--- src/rtl/mem_arbiter.sv ---
// Two-requester (fetch / data) arbiter in front of a single-port RAM with ack timeout.
// Define MEM_ARBITER_RR_EN for round-robin arbitration; the default is fixed priority (data wins).
module mem_arbiter #(
    parameter int XLEN    = 64,
    parameter int TIMEOUT = 16
) (
    input  logic            clk_i,
    input  logic            rst_i,

    input  logic            if_req_i,
    input  logic [XLEN-1:0] if_addr_i,
    output logic            if_gnt_o,
    output logic            if_rvalid_o,

    input  logic            dm_req_i,
    input  logic            dm_we_i,
    input  logic [XLEN-1:0] dm_addr_i,
    input  logic [XLEN-1:0] dm_wdata_i,
    output logic            dm_gnt_o,
    output logic            dm_rvalid_o,

    output logic [XLEN-1:0] rdata_o,
    output logic            err_o,

    output logic            ram_req_o,
    output logic            ram_we_o,
    output logic [XLEN-1:0] ram_addr_o,
    output logic [XLEN-1:0] ram_wdata_o,
    input  logic [XLEN-1:0] ram_rdata_i,
    input  logic            ram_ack_i
);

    typedef enum logic [1:0] {
        IDLE = 2'd0,
        BUSY = 2'd1,
        RESP = 2'd2
    } state_t;

    localparam logic [7:0] CNT_LAST = 8'(TIMEOUT - 1);

    state_t     state;
    logic [7:0] cnt;
    logic       owner_dm;
    logic       pick_dm;
    logic       idle_ok;

`ifdef MEM_ARBITER_RR_EN
    logic       last_dm;
`endif

    always_comb begin
        pick_dm = dm_req_i;
`ifdef MEM_ARBITER_RR_EN
        // On a tie the requester that did not own the previous grant wins.
        if (dm_req_i && if_req_i) begin
            pick_dm = !last_dm;
        end
`endif
    end

    // Grants are combinational and forced low while reset is held.
    assign idle_ok  = (state == IDLE) && !rst_i;
    assign dm_gnt_o = idle_ok && dm_req_i && pick_dm;
    assign if_gnt_o = idle_ok && if_req_i && !pick_dm;

    always_ff @(posedge clk_i or posedge rst_i) begin
        if (rst_i) begin
            state       <= IDLE;
            cnt         <= '0;
            owner_dm    <= 1'b0;
            if_rvalid_o <= 1'b0;
            dm_rvalid_o <= 1'b0;
            rdata_o     <= '0;
            err_o       <= 1'b0;
            ram_req_o   <= 1'b0;
            ram_we_o    <= 1'b0;
            ram_addr_o  <= '0;
            ram_wdata_o <= '0;
`ifdef MEM_ARBITER_RR_EN
            last_dm     <= 1'b0;
`endif
        end else begin
            case (state)
                IDLE: begin
                    if (dm_gnt_o || if_gnt_o) begin
                        owner_dm    <= dm_gnt_o;
                        ram_we_o    <= dm_gnt_o && dm_we_i;
                        ram_addr_o  <= dm_gnt_o ? dm_addr_i : if_addr_i;
                        ram_wdata_o <= dm_gnt_o ? dm_wdata_i : '0;
                        ram_req_o   <= 1'b1;
                        cnt         <= '0;
                        state       <= BUSY;
`ifdef MEM_ARBITER_RR_EN
                        last_dm     <= dm_gnt_o;
`endif
                    end
                end

                BUSY: begin
                    // Ack wins over a timeout landing in the same cycle.
                    if (ram_ack_i) begin
                        ram_req_o   <= 1'b0;
                        rdata_o     <= ram_we_o ? '0 : ram_rdata_i;
                        err_o       <= 1'b0;
                        dm_rvalid_o <= owner_dm;
                        if_rvalid_o <= !owner_dm;
                        state       <= RESP;
                    end else if (cnt == CNT_LAST) begin
                        ram_req_o   <= 1'b0;
                        rdata_o     <= '0;
                        err_o       <= 1'b1;
                        dm_rvalid_o <= owner_dm;
                        if_rvalid_o <= !owner_dm;
                        state       <= RESP;
                    end else begin
                        cnt <= cnt + 8'd1;
                    end
                end

                RESP: begin
                    dm_rvalid_o <= 1'b0;
                    if_rvalid_o <= 1'b0;
                    err_o       <= 1'b0;
                    cnt         <= '0;
                    state       <= IDLE;
                end

                default: begin
                    state <= IDLE;
                end
            endcase
        end
    end

endmodule

--- config.mk ---
export PLATFORM = sky130hd
export DESIGN_NAME = mem_arbiter
export DESIGN_NICKNAME = d
export VERILOG_FILES = /design/src/rtl/mem_arbiter.sv
export SDC_FILE = /design/constraint.sdc
export NUM_CORES = 1
export LEC_CHECK = 0
export BUFFER_PORTS_ARGS = -buffer_cell sky130_fd_sc_hd__buf_2
export CAP_MARGIN = 30
export CORE_AREA = 2 2 177 179
export DETAILED_ROUTE_END_ITERATION = 16
export DIE_AREA = 0 0 179 181
export SLEW_MARGIN = 5
export SYNTH_ARGS = -nofsm -noshare
export SYNTH_HDL_FRONTEND = slang
export SYNTH_SLANG_ARGS = --single-unit
--- constraint.sdc ---
create_clock -name clk_i -period 7.3 [get_ports clk_i]
set_input_delay 0.73 -clock clk_i [delete_from_list [all_inputs] [get_ports clk_i]]
set_output_delay 0.73 -clock clk_i [all_outputs]
set_load 0.01 [all_outputs]
==> results of run 1 <==
## sequential cells by signal, indices dropped and copies added (netlist names), 2 cells and up
| register | count |
|---|---|
| ram_wdata_o | 64 |
| rdata_o | 64 |
| ram_addr_o | 64 |
| cnt | 8 |
| state | 2 |
## path summary, 6_finish.rpt
kind,from,to,slack [ns],cells after the start
min in group clk_i,dm_wdata_i[24],ram_wdata_o[24],0.44,2
worst max register to register,state[1],ram_addr_o[57],4.84,5
max in group asynchronous,rst_i,rdata_o[30],5.69,5
worst min register to register,owner_dm,if_rvalid_o,0.47,1
worst max-delay path,state[1],ram_addr_o[57],4.84,5
worst min-delay path,rst_i,cnt[0],0.20,2
## cell usage in the layout, fill, tap and decap left out, drive strengths merged, types with 2 or more instances in the layout
master / Yosys / final
buf: 33 / 470
dfrtp: 208 / 208
a22o: 129 / 129
nand2: 70 / 70
o21ai: 68 / 68
mux2i: 67 / 67
clkbuf: 20 / 36
inv: 6 / 7
and3: 6 / 6
clkinv: 0 / 5
nor4: 4 / 4
a21oi: 3 / 3
a211o: 3 / 3
nand2b: 2 / 2
a21o: 2 / 2
and2: 2 / 2
o22a: 2 / 2
nor4b: 2 / 2
nor3b: 2 / 2
## power groups by stage
stage          Clock [mW]  Combinational, mW  Sequential, mW
2_1_floorplan           0              0.501            1.98
3_3_place_gp            0               1.31            1.79
3_5_place_dp            0               1.33            1.80
4_1_cts              1.23               1.33            1.79
5_1_grt              1.28               1.44            1.84
6_report             1.19               1.31            1.78
## logic make-up (layout without fill, tap and decap cells)
| family | after synthesis | in the layout |
|---|---|---|
| multiplexers | 68 | 68 |
| other | 0 | 1 |
| AO/OA/AOI/OAI | 212 | 212 |
| buffers and inverters | 59 | 518 |
| adder cells (fa/ha/maj) | 1 | 1 |
| AND/OR/NAND/NOR | 93 | 93 |
| flip-flops | 208 | 208 |
## metrics by stage
stage / hold WS, ns / setup WS (ns) / utilization, % / instance area (um2) / std cells
floorplan: 0.446 / 0.889 / - / 8230 / 641
global placement: 0.459 / 4.17 / 35.6 / 10800 / 1451
detailed placement: 0.466 / 4.37 / 35.7 / 10800 / 1452
CTS: 0.408 / 4.80 / 38.3 / 11600 / 1494
global route: 0.194 / 4.60 / 38.5 / 11700 / 1496
finish: 0.201 / 4.84 / 38.5 / 11700 / 1497
## per-layer routing
metal	global-route usage, %	up-vias
met4	3.84	0
met3	4.80	34
met2	25.6	334
li1	-	3229
met5	0	-
met1	17.1	3218
## area by class of cell
type / count / area [um2]
well taps: 396 / 495
fillers: 3050 / 18700
repair buffers: 470 / 2430
inverters: 6 / 30.0
multi-input cells: 374 / 2730
clock buffers: 36 / 757
diodes: 1 / 2.50
flip-flops and latches: 208 / 5200
clock inverters: 6 / 36.3
## worst max-delay path: cells and delay by family (launching register included)
kind            cells  cell delay [ns]
compound gates      1             0.10
buf+inv             2             1.07
flops               1             0.46
mux                 1             0.27
simple gates        1             0.37
==> impl_metrics.json, run 1 <==
{
  "drv_slew": 0,
  "setup_viol": 0,
  "synth_common_cells": "dfrtp_1 (208), a22o_1 (129), nand2_1 (70), mux2i_1 (67), o21ai_0 (48)",
  "yosysSeqAreaShare_pct": 63.2,
  "routed-wl-met2_mm": 12.4,
  "clk_latency_ns": 0.51,
  "gr-total-overflow": 0,
  "ys_ff_latch": 208,
  "detail-route-antenna-nets": 0,
  "slowest_delay_ns": 0.75,
  "critPathCaptureType": "register",
  "clkPwrFrac_pct": 27.8,
  "max-vdd-ir-drop_v": 0.000164,
  "drive_above_1_share_pct": 47.2,
  "cap_violations": 0,
  "grt_start_max_net_pins": 141,
  "synth-xor-area-share_pct": 0,
  "port_buffers": 460,
  "skew_ns": 0.00751,
  "cts_made_buffers": 24,
  "routed_wl_mm": 25.4,
  "synth_compound_area_share_pct": 19.3,
  "max-slew-margin-rel_pct": 38.5,
  "first_pass_iters": 4,
  "highest_layer": "met4",
  "grt.total_usage_pct": 14.7,
  "power.total_mw": 4.28,
  "drt-initial-drc-count": 278,
  "seqPwrFrac_pct": 41.7,
  "nets": 1347,
  "crit_slowest_cell": "buf_4",
  "period_share_pct": 33.7,
  "crit_required_ns": 7.67,
  "cts-root-buf": "clkbuf_16",
  "synth_area_um2": 8230,
  "start_util_pct": 27.1,
  "place_hpwl_mm": 18.0,
  "synth_top_area_share_pct": 63.2,
  "synth_top_family_by_area": "compound AO/OA/AOI/OAI gates",
  "crit_path_max_fanout": 56,
  "ys.flop_type": "dfrtp_1",
  "syn-num-nets": 904,
  "synthSimpleGateAreaFrac_pct": 5.17,
  "startpoint_type": "register",
  "clkTransAtPathRegs_ns": 0.06,
  "die_area_um2": 32400,
  "status": "completed",
  "yosysWarnings": 0,
  "vias_per_cell": 4.55,
  "avgSynthCellArea_um2": 12.8,
  "synthAdderAreaFrac_pct": 0.152,
  "gp_congestion": 0.795,
  "grt_pass1_vias": 6850,
  "cts_tree": "built",
  "synth_area_leaders": "dfrtp_1 (63%), a22o_1 (14%), mux2i_1 (8.1%)",
  "cp.arrival_ns": 2.83,
  "hold_path_class": "input pin to async pin",
  "cts_num_sinks": 208,
  "final_hold_viol_count": 0,
  "rsz0062_at_grt": "false",
  "die_w_um": 179,
  "syn_to_final_growth_pct": 41.9,
  "vias": 6815,
  "path_class": "register to register",
  "synth_cell_types": 35,
  "synth_top_cell_by_area": "dfrtp_1",
  "antenna_found_initial": 1,
  "fmax_ghz": 0.407,
  "path_cells": "nor4b_2 -> buf_4 -> buf_4 -> mux2i_1 -> o21ai_0",
  "drc": 0,
  "drt-met1-wl_mm": 9.84,
  "core_area_um2": 30300,
  "tightestPinTransition_ns": 0.922,
  "avgRoutedWirePerCell_um": 16.9,
  "leakage_nw": 6.20,
  "worst_path_most_repeated_cell": "buf_4",
  "synth_mux_area_share_pct": 8.29,
  "fp.dieH_um": 181,
  "netSwitchingFraction_pct": 32.5,
  "clock_path_buffers": 3,
  "ios": 461,
  "route.met3.wl_mm": 2.54,
  "cts_setup_buffers": 0,
  "tns_ns": 0,
  "grt_pass1_wl_mm": 37.8,
  "switching_power_mw": 1.39,
  "intPower_mw": 2.89,
  "p_per_area_nw_per_um2": 367,
  "async_flop_share_pct": 100,
  "share_comb_of_total_power_pct": 30.6,
  "ctsResizeCount": 0,
  "cts_htree_levels": 1,
  "synth_edf_count": 0,
  "yosysMostFrequentCell": "dfrtp_1",
  "rows": 64,
  "hold_buffers": 0,
  "finalCriticalPeriod_ns": 2.46,
  "syn_inst": 641
}
Note: power is estimated with default switching activity, not from simulation.
==> run 2: changes to the inputs <==
--- a/config.mk
+++ b/config.mk
@@ -5,11 +5,12 @@
 export SDC_FILE = /design/constraint.sdc
 export NUM_CORES = 1
 export LEC_CHECK = 0
+export ABC_AREA = 1
 export BUFFER_PORTS_ARGS = -buffer_cell sky130_fd_sc_hd__buf_2
 export CAP_MARGIN = 30
-export CORE_AREA = 2 2 177 179
+export CORE_AREA = 2 2 181 183
 export DETAILED_ROUTE_END_ITERATION = 16
-export DIE_AREA = 0 0 179 181
+export DIE_AREA = 0 0 183 185
 export SLEW_MARGIN = 5
 export SYNTH_ARGS = -nofsm -noshare
 export SYNTH_HDL_FRONTEND = slang
==> constraint.sdc (replaced) <==
create_clock -name clk_i -period 2.2 [get_ports clk_i]
set_input_delay 0.22 -clock clk_i [delete_from_list [all_inputs] [get_ports clk_i]]
set_output_delay 0.22 -clock clk_i [all_outputs]
set_load 0.01 [all_outputs]
==> run 2 against run 1 <==
  * Fmax up 19%
  * Clock power rose to 3.4 times the previous value
  * Flip-flop and latch count unchanged
  * Clock skew up 0.0088 ns
  * Register-to-register slack worse by 4.7 ns
  * Routed wire length up 32%
  * Via count up 35%
  * Critical path type unchanged
  * Highest routed layer unchanged
==> impl_metrics.json, run 2 <==
{
  "status": "completed",
  "dp.cells": 1712,
  "fmax_ghz": 0.484,
  "path_cells": "nor2_4 -> nand3_4 -> nand2_8 -> buf_12 -> nor2_1 -> a31oi_1 -> dlygate4sd3_1",
  "synth_edf_count": 0,
  "antenna_found_initial": 2,
  "grt_start_max_net_pins": 131,
  "drc": 0,
  "syn_to_final_growth_pct": 73.1,
  "die_area_um2": 33900,
  "ys_ff_latch": 208,
  "top_regs": "ram_addr_o: 64 flops, ram_wdata_o: 64 flops, rdata_o: 64 flops",
  "first_pass_iters": 5,
  "cts-root-buf": "clkbuf_16",
  "syn-num-nets": 1147,
  "die_w_um": 183,
  "final_hold_viol_count": 0,
  "max-slew-margin-rel_pct": 52.9,
  "clock_path_buffers": 3,
  "rsz0062_at_grt": "false",
  "startpoint_type": "register",
  "start_util_pct": 26.6,
  "ios": 461,
  "async_flop_share_pct": 100,
  "avgRoutedWirePerCell_um": 16.5,
  "drv_slew": 0,
  "crit_path_max_fanout": 42,
  "yosysMostFrequentCell": "nand2_1",
  "whs_ns": 0.0278,
  "synth_top_area_share_pct": 61.2,
  "crit_slowest_cell": "dlygate4sd3_1",
  "drt-initial-drc-count": 410,
  "grt_pass1_vias": 9486,
  "period_share_pct": 93.9,
  "synth_top_cell_by_area": "dfrtp_1",
  "clk_latency_ns": 0.52,
  "ys.flop_type": "dfrtp_1",
  "stdcell_count": 2016,
  "fillCellCount": 2889,
  "rows": 66,
  "vias_per_cell": 4.58,
  "setup_viol": 0,
  "clkTransAtPathRegs_ns": 0.06,
  "vias": 9233,
  "hold_path_class": "input pin to register",
  "leakage_nw": 7.65,
  "final_cell_mix": "buf_2 (460), dlygate4sd3_1 (254), nand2_1 (230), dfrtp_1 (208), inv_1 (79)",
  "core_area_um2": 32000,
  "gp_congestion": 0.825,
  "avgSynthCellArea_um2": 9.63,
  "mostFrequentLayoutCell": "buf_2",
  "nets": 1853,
  "crit_required_ns": 2.66,
  "cp.arrival_ns": 2.52,
  "routed_wl_mm": 33.4,
  "grt_pass1_wl_mm": 49.4,
  "yosysWarnings": 0,
  "cts_htree_levels": 1,
  "port_buffers": 460,
  "syn_inst": 884,
  "detail-route-antenna-nets": 0,
  "cts_made_buffers": 25,
  "max-vdd-ir-drop_v": 0.000786,
  "skew_ns": 0.0163,
  "yosysSeqAreaShare_pct": 61.2,
  "synth_area_leaders": "dfrtp_1 (61%), nand2_1 (10%), a22o_1 (6.6%)",
  "gr-total-overflow": 0,
  "utilization_pct": 46.0,
  "cts_tree": "built",
  "p_per_area_nw_per_um2": 1120,
  "synth_area_um2": 8510,
  "cts_num_sinks": 208,
  "place_hpwl_mm": 20.0,
  "fp.dieH_um": 185,
  "path_class": "register to register",
  "tns_ns": 0,
  "drive_above_1_share_pct": 33.4,
  "tightestPinTransition_ns": 0.707,
  "slowest_delay_ns": 0.58,
  "synth_common_cells": "nand2_1 (232), dfrtp_1 (208), inv_1 (80), nor2_1 (78)",
  "synth_cell_types": 25,
  "finalCriticalPeriod_ns": 2.06,
  "cap_violations": 0,
  "critPathCaptureType": "register",
  "grt.total_usage_pct": 18.1
}
==> run 2: cell types whose count changed after synthesis, moves of 64 or more <==
cell,change
nand2_1,+162
nor2_1,+77
inv_1,+74
mux2i_1,-67
a22o_1,-65
a31oi_1,+64
==> run 2: power by group <==
| part | switching [mW] | internal, mW | total (mW) |
|---|---|---|---|
| sequential | 0.966 | 5.43 | 6.39 |
| combinational | 3.32 | 2.75 | 6.07 |
| clock | 1.66 | 2.44 | 4.10 |
| total | 5.94 | 10.6 | 16.6 |
==> run 2: stage by stage <==
stage	cell area (um2)	total power, mW	worst slack, ns
finish	14700	16.6	0.135
global route	14700	17.5	0.0260
CTS	14600	16.5	0.0255
detailed placement	11300	11.7	0.398
global placement	11200	11.6	0.419
floorplan	8570	9.12	-2.33
==> run 2: worst paths after layout <==
path / startpoint / endpoint / slack (ns) / cells past startpoint
min: ram_ack_i / cnt[1] / 0.03 / 4
max reg2reg: state[1] / ram_addr_o[37] / 0.14 / 7
min reg2reg: rdata_o[8] / rdata_o[8] / 0.48 / 2
max in group asynchronous: rst_i / rdata_o[51] / 1.03 / 5
min in group asynchronous: rst_i / owner_dm / 0.22 / 3
max: state[1] / ram_addr_o[37] / 0.14 / 7
==> run 2: cell families (layout without fill, tap and decap cells) <==
family | after synthesis | in the layout | share of synthesized area, %
AOI/OAI and AO/OA | 197 | 197 | 15.4
xor gates and xnor gates | 1 | 1 | 0.103
adders and majority gates | 1 | 1 | 0.147
buffers and inverters | 138 | 859 | 7.51
DFF | 208 | 208 | 61.2
other | 0 | 2 | 0
and+or+nand+nor | 339 | 340 | 15.7
==> run 2: timing repair <==
item,CTS,global route
resized for setup,0,9
hold buffers,254,0
endpoints found under the hold margin,225,0
setup endpoints to repair,0,19
buffers inserted,0,3
==> run 2: cell type report <==
cell class                      instances  area [um2]  share of cell area, %
Multi-Input combinational cell        539        2740                   18.6
Inverter                               82         324                   2.20
Clock buffer                           32         692                   4.70
Antenna cell                            2        5.00                 0.0340
Clock inverter                         11         116                  0.790
Sequential cell                       208        5200                   35.3
Tap cell                              408         510                   3.47
Timing Repair Buffer                  734        5140                   34.9
==> run 2: critical path, delay by kind of cell, from the launching register on <==
kind            cells  cell delay [ns]
compound gates      1             0.16
buf+inv             2             0.79
simple gates        4             0.57
flops               1             0.45
==> run 2: metal layers <==
layer	GRT usage, %	part of all wire, %	vias to the layer above	wire length (um)
met5	0	0	-	0
met4	8.19	3.6	0	1190
met3	4.44	8.4	78	2810
met2	30.9	48	495	16000
met1	21.6	40	4337	13400
li1	-	-	4323	-
